<file path="config.mk">
export PLATFORM = sky130hd
export DESIGN_NAME = pipeline_hazard_ctrl
export DESIGN_NICKNAME = d
export VERILOG_FILES = /design/src/rtl/pipeline_hazard_ctrl.sv
export SDC_FILE = /design/constraint.sdc
export NUM_CORES = 1
export LEC_CHECK = 0
export BUFFER_PORTS_ARGS = -buffer_cell sky130_fd_sc_hd__buf_2
export CAP_MARGIN = 20
export CORE_ASPECT_RATIO = 0.75
export CORE_MARGIN = 2
export CORE_UTILIZATION = 25
export DETAILED_ROUTE_END_ITERATION = 12
export PLACE_DENSITY_LB_ADDON = 0.08
export SYNTH_ARGS = -nofsm -noshare
export SYNTH_HDL_FRONTEND = slang
export SYNTH_SLANG_ARGS = --single-unit
</file>
<file path="constraint.sdc">
create_clock -name clk -period 2.3 [get_ports clk]
set_input_delay 0.345 -clock clk [delete_from_list [all_inputs] [get_ports clk]]
set_output_delay 0.345 -clock clk [all_outputs]
set_load 0.02 [all_outputs]
</file>
<file path="src/rtl/pipeline_hazard_ctrl.sv">
// pipeline_hazard_ctrl
//   Hazard and flow-control unit for the IF/ID/EX/WB pipeline. It produces
//   stall/flush/freeze/forwarding controls from the stage-tagged register
//   addresses. It also runs a data-memory wait FSM with a timeout, and keeps
//   saturating stall and flush event counters.
//
//   Build option: define HAZARD_FWD_EN to enable WB->EX and WB->ID
//   forwarding. In that build the RAW stall is never raised. When it is
//   undefined, the fwd outputs are tied low and RAW hazards against EX/WB
//   stall the front end.
//
// Ports
//   clk, reset           clock; synchronous active-high reset
//   rs1_id, rs2_id       ID source registers; use_rs*_id marks real reads
//   rs1_ex, rs2_ex       EX source registers
//   rd_ex, reg_write_ex  EX destination / write enable
//   rd_wb, reg_write_wb  WB destination / write enable
//   branch_taken_ex      taken branch resolved in EX
//   dmem_req_ex          EX instruction accesses data memory
//   dmem_ready           data memory completes the access this cycle
//   stall_if, stall_id   hold PC / IF-ID
//   flush_id, flush_ex   clear IF-ID / ID-EX
//   freeze               hold every pipeline register
//   fwd_ex_a/b           EX operand takes the WB result
//   fwd_id_a/b           ID read data takes the WB result
//   mem_err              one-cycle pulse when an access is abandoned
//   stall_cnt, flush_cnt saturating event counters
//
// FSM states
//   ST_RUN   | no outstanding memory wait
//   ST_WAIT  | access stalled; wait_cnt counts the frozen cycles
//   ST_ABORT | one cycle after a timeout; the abandoned access is dropped

module pipeline_hazard_ctrl #(
  parameter int MEM_TIMEOUT = 16,
  parameter int CNT_W       = 16
) (
  input  logic             clk,
  input  logic             reset,
  input  logic [4:0]       rs1_id,
  input  logic [4:0]       rs2_id,
  input  logic             use_rs1_id,
  input  logic             use_rs2_id,
  input  logic [4:0]       rs1_ex,
  input  logic [4:0]       rs2_ex,
  input  logic [4:0]       rd_ex,
  input  logic             reg_write_ex,
  input  logic [4:0]       rd_wb,
  input  logic             reg_write_wb,
  input  logic             branch_taken_ex,
  input  logic             dmem_req_ex,
  input  logic             dmem_ready,
  output logic             stall_if,
  output logic             stall_id,
  output logic             flush_id,
  output logic             flush_ex,
  output logic             freeze,
  output logic             fwd_ex_a,
  output logic             fwd_ex_b,
  output logic             fwd_id_a,
  output logic             fwd_id_b,
  output logic             mem_err,
  output logic [CNT_W-1:0] stall_cnt,
  output logic [CNT_W-1:0] flush_cnt
);

  localparam int WCW = $clog2(MEM_TIMEOUT + 1);

  typedef enum logic [1:0] {
    ST_RUN   = 2'd0,
    ST_WAIT  = 2'd1,
    ST_ABORT = 2'd2
  } state_t;

  state_t           state_q, state_d;
  logic [WCW-1:0]   wait_cnt_q, wait_cnt_d;
  logic [CNT_W-1:0] stall_cnt_q, stall_cnt_d;
  logic [CNT_W-1:0] flush_cnt_q, flush_cnt_d;

  logic mem_pending;
  logic timeout_hit;
  logic raw_stall;
  logic fwd_ex_a_m, fwd_ex_b_m, fwd_id_a_m, fwd_id_b_m;

  assign mem_pending = dmem_req_ex & ~dmem_ready;
  // Masked by reset so a reset landing on the timeout cycle never pulses mem_err.
  assign timeout_hit = ~reset & (state_q == ST_WAIT) &
                       (wait_cnt_q == WCW'(MEM_TIMEOUT));

`ifdef HAZARD_FWD_EN
  logic wb_fwd_ok;
  logic unused_fwd;
  assign wb_fwd_ok  = reg_write_wb & (rd_wb != 5'd0);
  assign fwd_ex_a_m = wb_fwd_ok & (rd_wb == rs1_ex);
  assign fwd_ex_b_m = wb_fwd_ok & (rd_wb == rs2_ex);
  // The register file has no write bypass, so ID also needs the WB value.
  assign fwd_id_a_m = wb_fwd_ok & (rd_wb == rs1_id);
  assign fwd_id_b_m = wb_fwd_ok & (rd_wb == rs2_id);
  assign raw_stall  = 1'b0;
  assign unused_fwd = ^{use_rs1_id, use_rs2_id, rd_ex, reg_write_ex};
`else
  logic hit_rs1, hit_rs2;
  logic unused_fwd;
  assign hit_rs1 = use_rs1_id & (rs1_id != 5'd0) &
                   ((reg_write_ex & (rd_ex == rs1_id)) |
                    (reg_write_wb & (rd_wb == rs1_id)));
  assign hit_rs2 = use_rs2_id & (rs2_id != 5'd0) &
                   ((reg_write_ex & (rd_ex == rs2_id)) |
                    (reg_write_wb & (rd_wb == rs2_id)));
  assign raw_stall  = hit_rs1 | hit_rs2;
  assign fwd_ex_a_m = 1'b0;
  assign fwd_ex_b_m = 1'b0;
  assign fwd_id_a_m = 1'b0;
  assign fwd_id_b_m = 1'b0;
  assign unused_fwd = ^{rs1_ex, rs2_ex};
`endif

  // Next state for the memory-wait FSM
  always_comb begin
    state_d    = state_q;
    wait_cnt_d = wait_cnt_q;
    case (state_q)
      ST_RUN: begin
        if (mem_pending) begin
          state_d    = ST_WAIT;
          wait_cnt_d = WCW'(1);
        end
      end
      ST_WAIT: begin
        if (timeout_hit) begin
          state_d    = ST_ABORT;
          wait_cnt_d = '0;
        end else if (dmem_ready || !dmem_req_ex) begin
          state_d    = ST_RUN;
          wait_cnt_d = '0;
        end else begin
          wait_cnt_d = wait_cnt_q + WCW'(1);
        end
      end
      ST_ABORT: begin
        state_d    = ST_RUN;
        wait_cnt_d = '0;
      end
      default: begin
        state_d    = ST_RUN;
        wait_cnt_d = '0;
      end
    endcase
  end

  // Pipeline controls; priority is reset > freeze > branch flush > RAW stall
  always_comb begin
    stall_if = 1'b0;
    stall_id = 1'b0;
    flush_id = 1'b0;
    flush_ex = 1'b0;
    freeze   = 1'b0;
    fwd_id_a = 1'b0;
    fwd_id_b = 1'b0;
    fwd_ex_a = ~reset & fwd_ex_a_m;
    fwd_ex_b = ~reset & fwd_ex_b_m;
    mem_err  = timeout_hit;
    if (!reset) begin
      if (mem_pending && !timeout_hit) begin
        freeze = 1'b1;
      end else begin
        fwd_id_a = fwd_id_a_m;
        fwd_id_b = fwd_id_b_m;
        if (branch_taken_ex) begin
          flush_id = 1'b1;
          flush_ex = 1'b1;
        end else if (raw_stall) begin
          stall_if = 1'b1;
          stall_id = 1'b1;
          flush_ex = 1'b1;
        end
      end
    end
  end

  always_comb begin
    stall_cnt_d = stall_cnt_q;
    flush_cnt_d = flush_cnt_q;
    if ((stall_id || freeze) && (stall_cnt_q != '1))
      stall_cnt_d = stall_cnt_q + CNT_W'(1);
    if (flush_id && (flush_cnt_q != '1))
      flush_cnt_d = flush_cnt_q + CNT_W'(1);
  end

  always_ff @(posedge clk) begin
    if (reset) begin
      state_q     <= ST_RUN;
      wait_cnt_q  <= '0;
      stall_cnt_q <= '0;
      flush_cnt_q <= '0;
    end else begin
      state_q     <= state_d;
      wait_cnt_q  <= wait_cnt_d;
      stall_cnt_q <= stall_cnt_d;
      flush_cnt_q <= flush_cnt_d;
    end
  end

  assign stall_cnt = stall_cnt_q;
  assign flush_cnt = flush_cnt_q;

endmodule

</file>
# Yosys cells after proc, flatten, opt, wreduce, memory -nomap -nowiden
# Index checks and enable logic that the tools add are counted.
totals:
  wordCells: 64
  reg_bits: 39
  input_bits: 39
  out_inout_bits: 42
op_classes:
  n_eq_ne: 10
  n_bitwise: 16
  reduce_logical: 11
  n_addsub: 3
  mux: 20
ops:
  columns: ["cell", "n"]
  rows:
  - ["16-bit by 1-bit adder with 16-bit output (second input constant)", 2]
  - ["16-bit inequality test (second input constant)", 2]
  - ["5-bit == test", 4]
  - ["5-bit 2-to-1 mux", 3]
  - ["1-bit 2-to-1 mux", 12]
  - ["1-bit bitwise AND", 11]
  - ["5-bit one-hot mux with 2 select lines", 1]
  - ["5-bit nonzero test", 2]
  - ["2-bit 2-to-1 mux", 3]
  - ["5-bit by 1-bit adder with 5-bit output (second input constant)", 1]
  - ["5-bit == test (second input constant)", 1]
  - ["2-bit one-hot mux with 2 select lines", 1]
  - ["1-bit logical AND", 3]
  - ["3-bit by 2-bit inequality test with 1-bit output (second input constant)", 1]
  - ["1-bit OR", 3]
  - ["2-bit by 1-bit == test with 1-bit output (second input constant)", 1]
  - ["1-bit zero test", 2]
  - ["2-bit zero test", 1]
  - ["1-bit logical OR", 2]
  - ["2-bit inequality test (second input constant)", 1]
  - ["1-bit inverter", 2]
  - ["2-bit AND reduction", 1]

# Longest topological paths before layout
# Gate-level depths: netlist (run 1).
depth:
  depth_word: 11
  mapped_depth: 11
  depth_no_buf: 9

# Least setup slack after synthesis (run 1)
# Ideal clock, no wire load.
synth_timing:
  path_type: "reg-to-output"
  from: "register wait_cnt_q[0]"
  to: "output stall_if"
  slack_ns: -0.456
  t_arrival_ns: 2.411
  stages_incl_launch_ff: 8
  path_buffers: 1
  t_required_ns: 1.955
  cell_sequence: "dfxtp_1 inv_1 ha_1 nand4bb_4 nor3_1 nor2_1 nor4_1 buf_4"
synth_via:
  elab_chain_cells: 6
synth_rtl:
  columns: ["element", "line_no", "rtl"]
  rows:
  - ["start: declaration", "76", "logic [WCW-1:0] wait_cnt_q, wait_cnt_d;"]
  - ["start signal: assignment", "198", "wait_cnt_q <= wait_cnt_d;"]
  - ["5-bit == test", "88", "(wait_cnt_q == WCW'(MEM_TIMEOUT));"]
  - ["1-bit bitwise AND", "87", "assign timeout_hit = ~reset & (state_q == ST_WAIT) &"]
  - ["named net mem_err", "62", "output logic mem_err,"]
  - ["1-bit zero test", "164", "if (mem_pending && !timeout_hit) begin"]
  - ["1-bit logical AND", "164", null]
  - ["1-bit 2-to-1 mux (2 in a row)", null, null]
  - ["end: declaration", "53", "output logic stall_if,"]
# The timed path passes the listed nets, and every way through them passes these cells.

# Worst setup path in the final report (run 1)
layout_timing:
  from: "input rs1_id[1]"
  to: "output flush_ex"
layout_via:
  elab_chain_cells: 9
  word_cells_on_any_way: 13
  cone_classes: "eq/ne: 2; mux: 4; bitwise: 6; reduce/logical: 1"
layout_rtl:
  columns: ["element", "line_no", "rtl"]
  rows:
  - ["start: declaration", "40", "input logic [4:0] rs1_id,"]
  - ["5-bit == test, on equally long branches", "105, 106", null]
  - ["1-bit bitwise AND, on equally long branches", "105, 106", null]
  - ["1-bit OR", "105", "((reg_write_ex & (rd_ex == rs1_id)) |"]
  - ["1-bit bitwise AND *", "104", "assign hit_rs1 = use_rs1_id & (rs1_id != 5'd0) &"]
  - ["1-bit OR *", "110", "assign raw_stall = hit_rs1 | hit_rs2;"]
  - ["1-bit 2-to-1 mux *", "172", "end else if (raw_stall) begin"]
  - ["1-bit 2-to-1 mux *", "169", "if (branch_taken_ex) begin"]
  - ["1-bit 2-to-1 mux *", "164", null]
  - ["1-bit 2-to-1 mux *", "163", "if (!reset) begin"]
  - ["end: declaration", "56", "output logic flush_ex,"]
# Every way passes the cells marked *; elsewhere a longest branch is shown, timed or not.

==> run_results.csv, run 1 <==
group,metric,value,unit
final_layout,regArea,781,µm²
cts,clkTransAtPathRegs,0.06,ns
cts,cts_tree,"built",
synth,ys_ff_latch,39,
sta,fmax,0.452,GHz
route,drt-pass1-iter-count,4,
synth,synth-seq-area-share,0.349,
cts,ctsHoldBuffers,0,
critical_path,crit_type,"in2out",
floorplanning,core,8560,µm²
route,ant_nets,0,
critical_path,arrival,1.87,ns
synth,async_flop_share,0,
synth,yosysTopAreaCellShare,0.349,
final_layout,final_util,0.346,
cts,htree_levels,2,
status,outcome,"complete, no violations",
final_layout,area_growth,32.5,%
floorplanning,num_rows,29,
synth,synth_edf_count,0,
floorplanning,die_area,9740,µm²
route,wirelength,5.90,mm
run,drv_cap,0,
route,drt_iter0_markers,76,
critical_path,crit_fanout,3,
sta,hold_viol_final,0,
synth,ys_top_cells_by_area,"dfxtp_1 35%, xnor2_1 9.0%, nor2_1 4.9%, xor2_1 4.3%, nand2_1 3.7%",
floorplanning,floorplan.initialDensity,0.262,
placed_design,place_congestion,0.802,
pwr,p_leak,0.00122,µW
worst_hold_path,whs_path_depth,4,
final_layout,fill_cells,916,
route,drc,0,
worst_hold_path,hold_path.class,"in2reg",
sta,rsz0062_at_grt,"false",
placed_design,port_buffers,66,
cts,cts_buffer_depth,2,
route,via_per_inst,4.62,
pwr,powerDensity,548,nW/µm²
sta,period_needed,2.21,ns
placed_design,place_ws,0.0193,ns
sta,setup_viol,0,
grt,grt_max_degree,33,
synth,synth_area,2240,µm²
final_layout,final_common_cell,"buf_2",
floorplanning,die_h,86.0,µm
cts,cts_setup_buffers,0,
final_layout,mostFrequentLayoutCells,"66 x buf_2, 39 x dfxtp_1, 29 x nor2_1",
grt,grt_pass1_wl,10.0,mm
grt,grt.overflow.total,0,
sta,final_max_slew_viol_count,0,
grt,grt_pass1_vias,2077,
cts,clock_latency,0.28,ns
sta,worst_slack,0.0887,ns
synth,yosysWarnings,0,
sta,min_period_over_period,0.961,
critical_path,cp-start-kind,"input pin",
synth,synth_top_area_cell,"dfxtp_1",
pwr,vdd_ir_drop_max,0.399,mV
cts,root_buffer,"clkbuf_16",
critical_path,end_kind,"output port",
cts,clock_sink_count,39,
route,vias,2131,
final_layout,multi_input_area,1380,µm²
synth,synth_cell_type_count,44,
final_layout,drive_gt1_frac,0.300,
final_layout,n_antenna_cell,0,
placed_design,dp_hpwl,4.44,mm
grt,antenna_found_initial,0,
route,wl_per_cell,12.8,µm
sta,clock_skew,0.00611,ns
final_layout,finalNetCount,395,
cts,cts-buffers-inserted,5,
floorplanning,io_pins,81,
critical_path,worst_r2r_path_depth,8,
synth,synth_area_per_cell,8.33,µm²
critical_path,required,1.96,ns
cts,cts_resized,0,
floorplanning,die_w,113,µm
synth,synthCells,269,
sta,tns,0,ns
synth,synthFlopType,"dfxtp_1",
grt,grtUsageTotal,0.126,
==> area by class of cell <==
cell class / count / share of cell area
timing repair buffer: 86 / 0.162
multi-input combinational: 212 / 0.465
sequential: 39 / 0.263
clock inverter: 1 / 0.00253
inverter: 8 / 0.0101
tap: 108 / 0.0456
clock buffer: 7 / 0.0515
==> per-stage QoR <==
| step | cells | power (µW) | area (µm²) | hold WS, ns |
|---|---|---|---|---|
| 6_report | 461 | 1630 | 2970 | 0.428 |
| 5_1_grt | 461 | 1700 | 2970 | 0.464 |
| 4_1_cts | 461 | 1650 | 2960 | 0.427 |
| 3_5_place_dp | 453 | 895 | 2800 | 0.485 |
| 3_3_place_gp | 453 | 895 | 2800 | 0.484 |
| 2_1_floorplan | 272 | 820 | 2260 | 0.470 |
==> Yosys cell counts (2+ instances only) <==
| master | number |
|---|---|
| and4_1 | 2 |
| nand2_1 | 22 |
| nand3b_1 | 2 |
| or3_1 | 11 |
| mux2_2 | 2 |
| nor2_1 | 29 |
| o31ai_1 | 4 |
| mux2i_1 | 2 |
| or4_1 | 4 |
| nor3_1 | 9 |
| clkbuf_1 | 6 |
| o21ai_0 | 7 |
| a41oi_1 | 2 |
| inv_1 | 8 |
| ha_1 | 4 |
| nor4_1 | 3 |
| nor2b_1 | 3 |
| dfxtp_1 | 39 |
| and3_1 | 6 |
| nand3_1 | 9 |
| buf_6 | 2 |
| buf_4 | 5 |
| nand4_1 | 12 |
| xor2_1 | 11 |
| xnor2_1 | 23 |
| o21ai_1 | 7 |
| a21oi_1 | 15 |
| nand2b_1 | 4 |
==> final timing paths <==
check	slack, ns	startpoint	end
hold / removal	0.43	dmem_ready	wait_cnt_q[0]
setup / recovery	0.09	rs1_id[1]	flush_ex
hold reg to reg	0.50	stall_cnt[9]	stall_cnt[9]
setup reg to reg	0.14	wait_cnt_q[0]	flush_cnt[10]
==> metal layers <==
metal	part of all wire	up-vias	track usage
met1	0.53	983	0.182
met2	0.42	40	0.186
met5	0	-	0
met3	0.049	2	0.0396
li1	-	1106	-
met4	0.0039	0	0.0233
==> state kept, by name (all words and copies together) (netlist names) <==
name and cells:
flush_cnt 16, stall_cnt 16, wait_cnt_q 5, state_q 2
==> kinds of logic after synthesis <==
family          count (synthesis)  share of synthesized area
compound gates                 45                      0.131
other cells                     1                    0.00167
flops                          39                      0.349
fa+ha+maj                       4                     0.0223
xor+xnor                       34                      0.133
buf+inv                        21                     0.0503
simple gates                  120                      0.288
mux                             5                     0.0257
==> report_power, final <==
part	internal (µW)	leakage, µW	switching (µW)
Combinational	82.8	0.000826	107
Clock	462	0.0000761	285
Sequential	682	0.000315	7.19
Total	1230	0.00122	399
==> critical path, stage by stage <==
cell and delay [ns]:
buf_2 0.13, or4_1 0.52, o21a_1 0.19, a32oi_2 0.21, buf_4 0.15, buf_4 0.11
o31ai_2 0.06, buf_2 0.16
No activity file was read; power rests on OpenSTA's default activity.
==> inputs of run 2 (changes only) <==
--- a/config.mk
+++ b/config.mk
@@ -7,7 +7,7 @@
 export LEC_CHECK = 0
 export BUFFER_PORTS_ARGS = -buffer_cell sky130_fd_sc_hd__buf_2
 export CAP_MARGIN = 20
-export CORE_ASPECT_RATIO = 0.75
+export CORE_ASPECT_RATIO = 1.5
 export CORE_MARGIN = 2
 export CORE_UTILIZATION = 25
 export DETAILED_ROUTE_END_ITERATION = 12
==> run 2 against run 1 <==
Against the previous run: sequential cell count did not move; clock-buffer cell count is 1 lower; sequential power is essentially flat; highest routed layer unchanged.
==> run_results.csv, run 2 (synthesis results as in run 1) <==
group,metric,value,unit
pwr,combPwrFrac,0.120,
grt,antenna_found_initial,0,
floorplanning,die_area,9750,µm²
final_layout,area_growth,36.0,%
critical_path,end_kind,"output port",
sta,rsz0062_at_grt,"false",
critical_path,required,1.96,ns
cts,cts_tree,"built",
critical_path,crit_fanout,3,
critical_path,crit_type,"reg2out",
sta,clock_skew,0.00698,ns
pwr,p_leak,0.00125,µW
critical_path,cp.depth,8,
worst_hold_path,hold_path.class,"in2reg",
cts,clock_latency,0.29,ns
pwr,swShare,0.236,
sta,fmax,0.460,GHz
sta,worst_slack,0.128,ns
sta,period_needed,2.17,ns
floorplanning,core,8780,µm²
critical_path,cp_slowest_stage_delay,0.35,ns
worst_hold_path,min-delay-start,"dmem_ready",
placed_design,dp_hpwl,4.75,mm
final_layout,multi_input_area,1400,µm²
critical_path,worst_r2r_path_depth,11,
route,wirelength,6.28,mm
pwr,powerDensity,548,nW/µm²
sta,hold_viol_final,0,
grt,grtUsageTotal,0.131,
worst_hold_path,worstHoldEndpoint,"wait_cnt_q[0]",
critical_path,crit_buf_inv,3,
sta,min_period_over_period,0.945,
cts,cts_buffer_depth,2,
cts,ctsHoldBuffers,0,
final_layout,final_common_cell,"buf_2",
status,outcome,"complete, no violations",
worst_hold_path,whs_path_depth,4,
placed_design,place_ws,-0.0233,ns
critical_path,r2r_start,"wait_cnt_q[0]",
critical_path,arrival,1.83,ns
critical_path,path_delay_family,"simple AND/OR/NAND/NOR gates",
sta,setup_viol,0,
floorplanning,die_h,120,µm
grt,grt_max_degree,25,
critical_path,r2r_slack,0.17,ns
floorplanning,die_w,81.3,µm
cts,clock_sink_count,39,
cts,clkTransAtPathRegs,0.06,ns
sta,tns,0,ns
route,drt_iter0_markers,65,
floorplanning,floorplan.initialDensity,0.255,
sta,final_max_slew_viol_count,0,
final_layout,mostFrequentLayoutCells,"63 x buf_2, 38 x dfxtp_1, 28 x nor2_1",
grt,grt_pass1_vias,2119,
pwr,p_clk_frac,0.469,
run,drv_cap,0,
pwr,vdd_ir_drop_max,0.271,mV
grt,grt.overflow.total,0,
critical_path,cp-start-kind,"flop",
pwr,pwr-share-seq,0.412,
cts,cts-buffers-inserted,5,
route,ant_nets,0,
pwr,p_sw,394,µW
critical_path,crit_chain,"inv_4 -> ha_4 -> nand4bb_4 -> buf_6 -> nor3_4 -> nor2_2 -> nor4_4 -> buf_4",
floorplanning,io_pins,81,
cts,htree_levels,2,
route,vias,2199,
route,drc,0,
final_layout,regArea,785,µm²
route,via_per_inst,4.71,
final_layout,finalNetCount,400,
final_layout,final_util,0.347,
final_layout,drive_gt1_frac,0.319,
critical_path,r2r_end,"stall_cnt[15]",
final_layout,fill_cells,941,
placed_design,port_buffers,66,
cts,root_buffer,"clkbuf_16",
route,wl_per_cell,13.4,µm
pwr,power.internal,1270,µW
floorplanning,num_rows,42,
final_layout,n_antenna_cell,0,
route,drt-pass1-iter-count,4,
placed_design,place_congestion,0.782,
grt,grt_pass1_wl,9.96,mm
critical_path,slowest_stage,"dfxtp_4",
run 2: cell types whose count changed in the layout (fill, tap and decap cells not counted), moves of 2 or more:
cell      before  now
buf_4         20   27
clkbuf_8       2    0
buf_2         66   63
inv_1          8    6
run 2: metrics by stage:
step / hold WS [ns] / total power [µW] / std cells / instance area [µm²]
3_3_place_gp: 0.489 / 898 / 456 / 2810
5_1_grt: 0.476 / 1730 / 467 / 3050
6_report: 0.440 / 1670 / 467 / 3050
4_1_cts: 0.432 / 1700 / 463 / 2990
3_5_place_dp: 0.490 / 898 / 456 / 2810
2_1_floorplan: 0.470 / 820 / 272 / 2260
run 2: final cells by class:
type	instances	share of cell area
repair buffers	91	0.174
clock buffers	6	0.0423
flip-flops and latches	39	0.257
inverters	8	0.0107
well taps	110	0.0452
clock inverters	1	0.00986
multi-input cells	212	0.461
run 2: power by group through the flow:
| stage | Combinational [µW] | Sequential (µW) | Clock, µW |
|---|---|---|---|
| after global routing | 220 | 687 | 827 |
| after detailed placement | 195 | 703 | 0 |
| after global placement | 195 | 703 | 0 |
| after CTS | 199 | 688 | 809 |
| after floorplan | 109 | 711 | 0 |
| final | 200 | 687 | 783 |
run 2: worst max path at each step:
stage	startpoint	to	slack, ns
after CTS	wait_cnt_q[1]	flush_ex	0.02
after global placement	rd_wb[1]	stall_cnt[15]	-0.03
final	wait_cnt_q[1]	stall_id	0.13
after floorplan	wait_cnt_q[0]	stall_if	0.07
after global routing	wait_cnt_q[1]	stall_id	0.03
after detailed placement	rd_wb[1]	stall_cnt[4]	-0.02
run 2: timing repair:
action,in CTS,in global routing
endpoints found under the setup margin,3,4
gates resized for setup,4,11
buffers inserted,0,5
pin swaps,0,4
endpoints found under the hold margin,0,0
run 2: layer usage:
metal / global-route usage / vias to the layer above / share of wire
met5: 0 / - / 0
li1: - / 1123 / -
met2: 0.224 / 55 / 0.51
met1: 0.150 / 1010 / 0.42
met4: 0.0689 / 0 / 0.025
met3: 0.0271 / 11 / 0.049
run 2: worst reg2reg max path, delay by kind of cell (launching register included):
family	cells	cell delay, ns
AND/OR/NAND/NOR	5	0.68
multiplexers	1	0.37
flip-flops	1	0.34
buffers and inverters	3	0.31
AO/OA/AOI/OAI	1	0.16
adder cells (fa/ha/maj)	1	0.15
==> inputs of run 3 (changes only) <==
==> constraint.sdc (replaced) <==
create_clock -name clk -period 2.6 [get_ports clk]
set_input_delay 0.39 -clock clk [delete_from_list [all_inputs] [get_ports clk]]
set_output_delay 0.39 -clock clk [all_outputs]
set_load 0.02 [all_outputs]
==> run 3 against run 2 <==
Against the previous run: non-clock buffer count is 18 lower; die area stayed put; sequential share of layout area is 1.3 points higher; clock-buffer cell count stayed put; critical path depth stayed put; via count is 2.9% lower; register-to-register slack better by 0.19 ns; design area is 5.2% lower; clock power is 2% higher; power is 6.0% lower; worst setup slack better by 0.18 ns; sequential power is 11% lower; critical path type unchanged; largest cell class unchanged; highest routed layer unchanged.
==> run_results.csv, run 3 (synthesis results as in run 1) <==
group,metric,value,unit
cts,ctsHoldBuffers,0,
final_layout,final_common_cell,"buf_2",
run,drv_cap,0,
status,outcome,"complete, no violations",
sta,final_max_slew_viol_count,0,
route,ant_nets,0,
grt,grtUsageTotal,0.129,
cts,root_buffer,"clkbuf_16",
critical_path,end_kind,"output port",
floorplanning,num_rows,42,
route,drt-pass1-iter-count,4,
critical_path,r2r_start,"wait_cnt_q[0]",
placed_design,place_congestion,0.745,
final_layout,finalNetCount,382,
critical_path,r2r_slack,0.36,ns
sta,tns,0,ns
worst_hold_path,hold_path.class,"in2reg",
cts,cts_buffer_depth,2,
sta,hold_ws,0.351,ns
route,via_per_inst,4.74,
final_layout,drive_gt1_frac,0.268,
placed_design,dp_hpwl,4.55,mm
critical_path,crit_path_end,"flush_ex",
cts,cts_tree,"built",
route,drt_iter0_markers,70,
critical_path,cp-start-kind,"flop",
critical_path,r2r_end,"flush_cnt[14]",
final_layout,n_antenna_cell,0,
sta,setup_viol,0,
route,wirelength,6.03,mm
cts,cts-buffers-inserted,5,
cts,clock_latency,0.28,ns
route,drc,0,
cts,cts_setup_buffers,0,
sta,clock_skew,0.00448,ns
critical_path,cp_slowest_stage_delay,0.35,ns
critical_path,crit_fanout,5,
sta,min_period_over_period,0.882,
critical_path,arrival,1.90,ns
final_layout,area_growth,29.0,%
sta,rsz0062_at_grt,"false",
floorplanning,floorplan.initialDensity,0.255,
route,wl_per_cell,13.4,µm
cts,clkTransAtPathRegs,0.06,ns
pwr,vdd_ir_drop_max,0.327,mV
final_layout,mostFrequentLayoutCells,"66 x buf_2, 39 x dfxtp_1, 29 x nor2_1",
cts,clock_sink_count,39,
grt,grt_pass1_wl,9.83,mm
placed_design,port_buffers,66,
sta,fmax,0.436,GHz
critical_path,slowest_stage,"dfxtp_1",
cts,htree_levels,2,
sta,hold_viol_final,0,
sta,period_needed,2.29,ns
pwr,p_leak,0.00116,µW
pwr,powerDensity,543,nW/µm²
grt,grt_max_degree,44,
critical_path,required,2.21,ns
grt,grt.overflow.total,0,
grt,antenna_found_initial,0,
floorplanning,io_pins,81,
critical_path,crit_path_start,"wait_cnt_q[0]",
grt,grt_pass1_vias,2086,
floorplanning,core,8780,µm²
route,vias,2135,
critical_path,crit_type,"reg2out",
floorplanning,die_w,81.3,µm
critical_path,crit_chain,"inv_1 -> ha_1 -> nand4bb_4 -> o21ai_1 -> nand3b_1 -> buf_4 -> o31ai_1 -> buf_2",
floorplanning,die_area,9750,µm²
critical_path,worst_r2r_path_depth,9,
floorplanning,die_h,120,µm
## run 3: cell types whose count changed in the layout (fill, tap and decap cells not counted), sizes merged
cell,delta
bufinv,+1
buf,-18
## run 3: final cells by class
| class | instances | area (µm²) |
|---|---|---|
| clock inverter | 2 | 60.1 |
| clock buffer | 6 | 129 |
| multi-input combinational | 212 | 1370 |
| tap | 110 | 138 |
| sequential | 39 | 781 |
| timing repair buffer | 73 | 383 |
| inverter | 8 | 30.0 |
| fill | 934 | 5890 |
## run 3: worst min-delay path by stage
stage / from / endpoint / slack, ns / cells after the start
finish: reset / wait_cnt_q[3] / 0.35 / 2
global placement: stall_cnt[9] / stall_cnt[9] / 0.49 / 2
global route: reset / wait_cnt_q[3] / 0.35 / 2
detailed placement: stall_cnt[9] / stall_cnt[9] / 0.49 / 2
floorplan: state_q[1] / wait_cnt_q[4] / 0.47 / 1
CTS: reset / wait_cnt_q[3] / 0.33 / 2
## run 3: power by group
part / total, µW / switching, µW / internal, µW
logic: 156 / 90.6 / 65.4
registers: 612 / 8.66 / 604
clock network: 800 / 249 / 551
total: 1570 / 349 / 1220
## run 3: routing by layer
| layer | vias up | global-route usage | routed length [µm] |
|---|---|---|---|
| li1 | 1090 | - | - |
| met1 | 983 | 0.149 | 2570 |
| met2 | 54 | 0.223 | 3030 |
| met3 | 8 | 0.0248 | 295 |
| met4 | 0 | 0.0583 | 131 |
| met5 | - | 0 | 0 |
## run 3: timing repair
item | 4_1_cts | 5_1_grt
endpoints found under the setup margin | 0 | 1
gates resized for setup | 0 | 1
endpoints found under the hold margin | 0 | 0
## run 3: stage by stage
stage | setup slack [ns] | instance area (µm²) | instances | utilization | power [µW]
after floorplan | 0.0787 | 2260 | 272 | - | 725
after global placement | 0.151 | 2700 | 442 | 0.307 | 783
after detailed placement | 0.159 | 2700 | 442 | 0.307 | 783
after CTS | 0.270 | 2880 | 450 | 0.329 | 1600
after global routing | 0.129 | 2890 | 450 | 0.329 | 1640
final | 0.307 | 2890 | 450 | 0.329 | 1570
## run 3: worst max-delay path, delay by kind of cell, from the launching register on
kind | cells | cell delay [ns]
compound gates | 2 | 0.26
fa+ha+maj | 1 | 0.20
buf+inv | 3 | 0.50
flops | 1 | 0.35
simple gates | 2 | 0.32
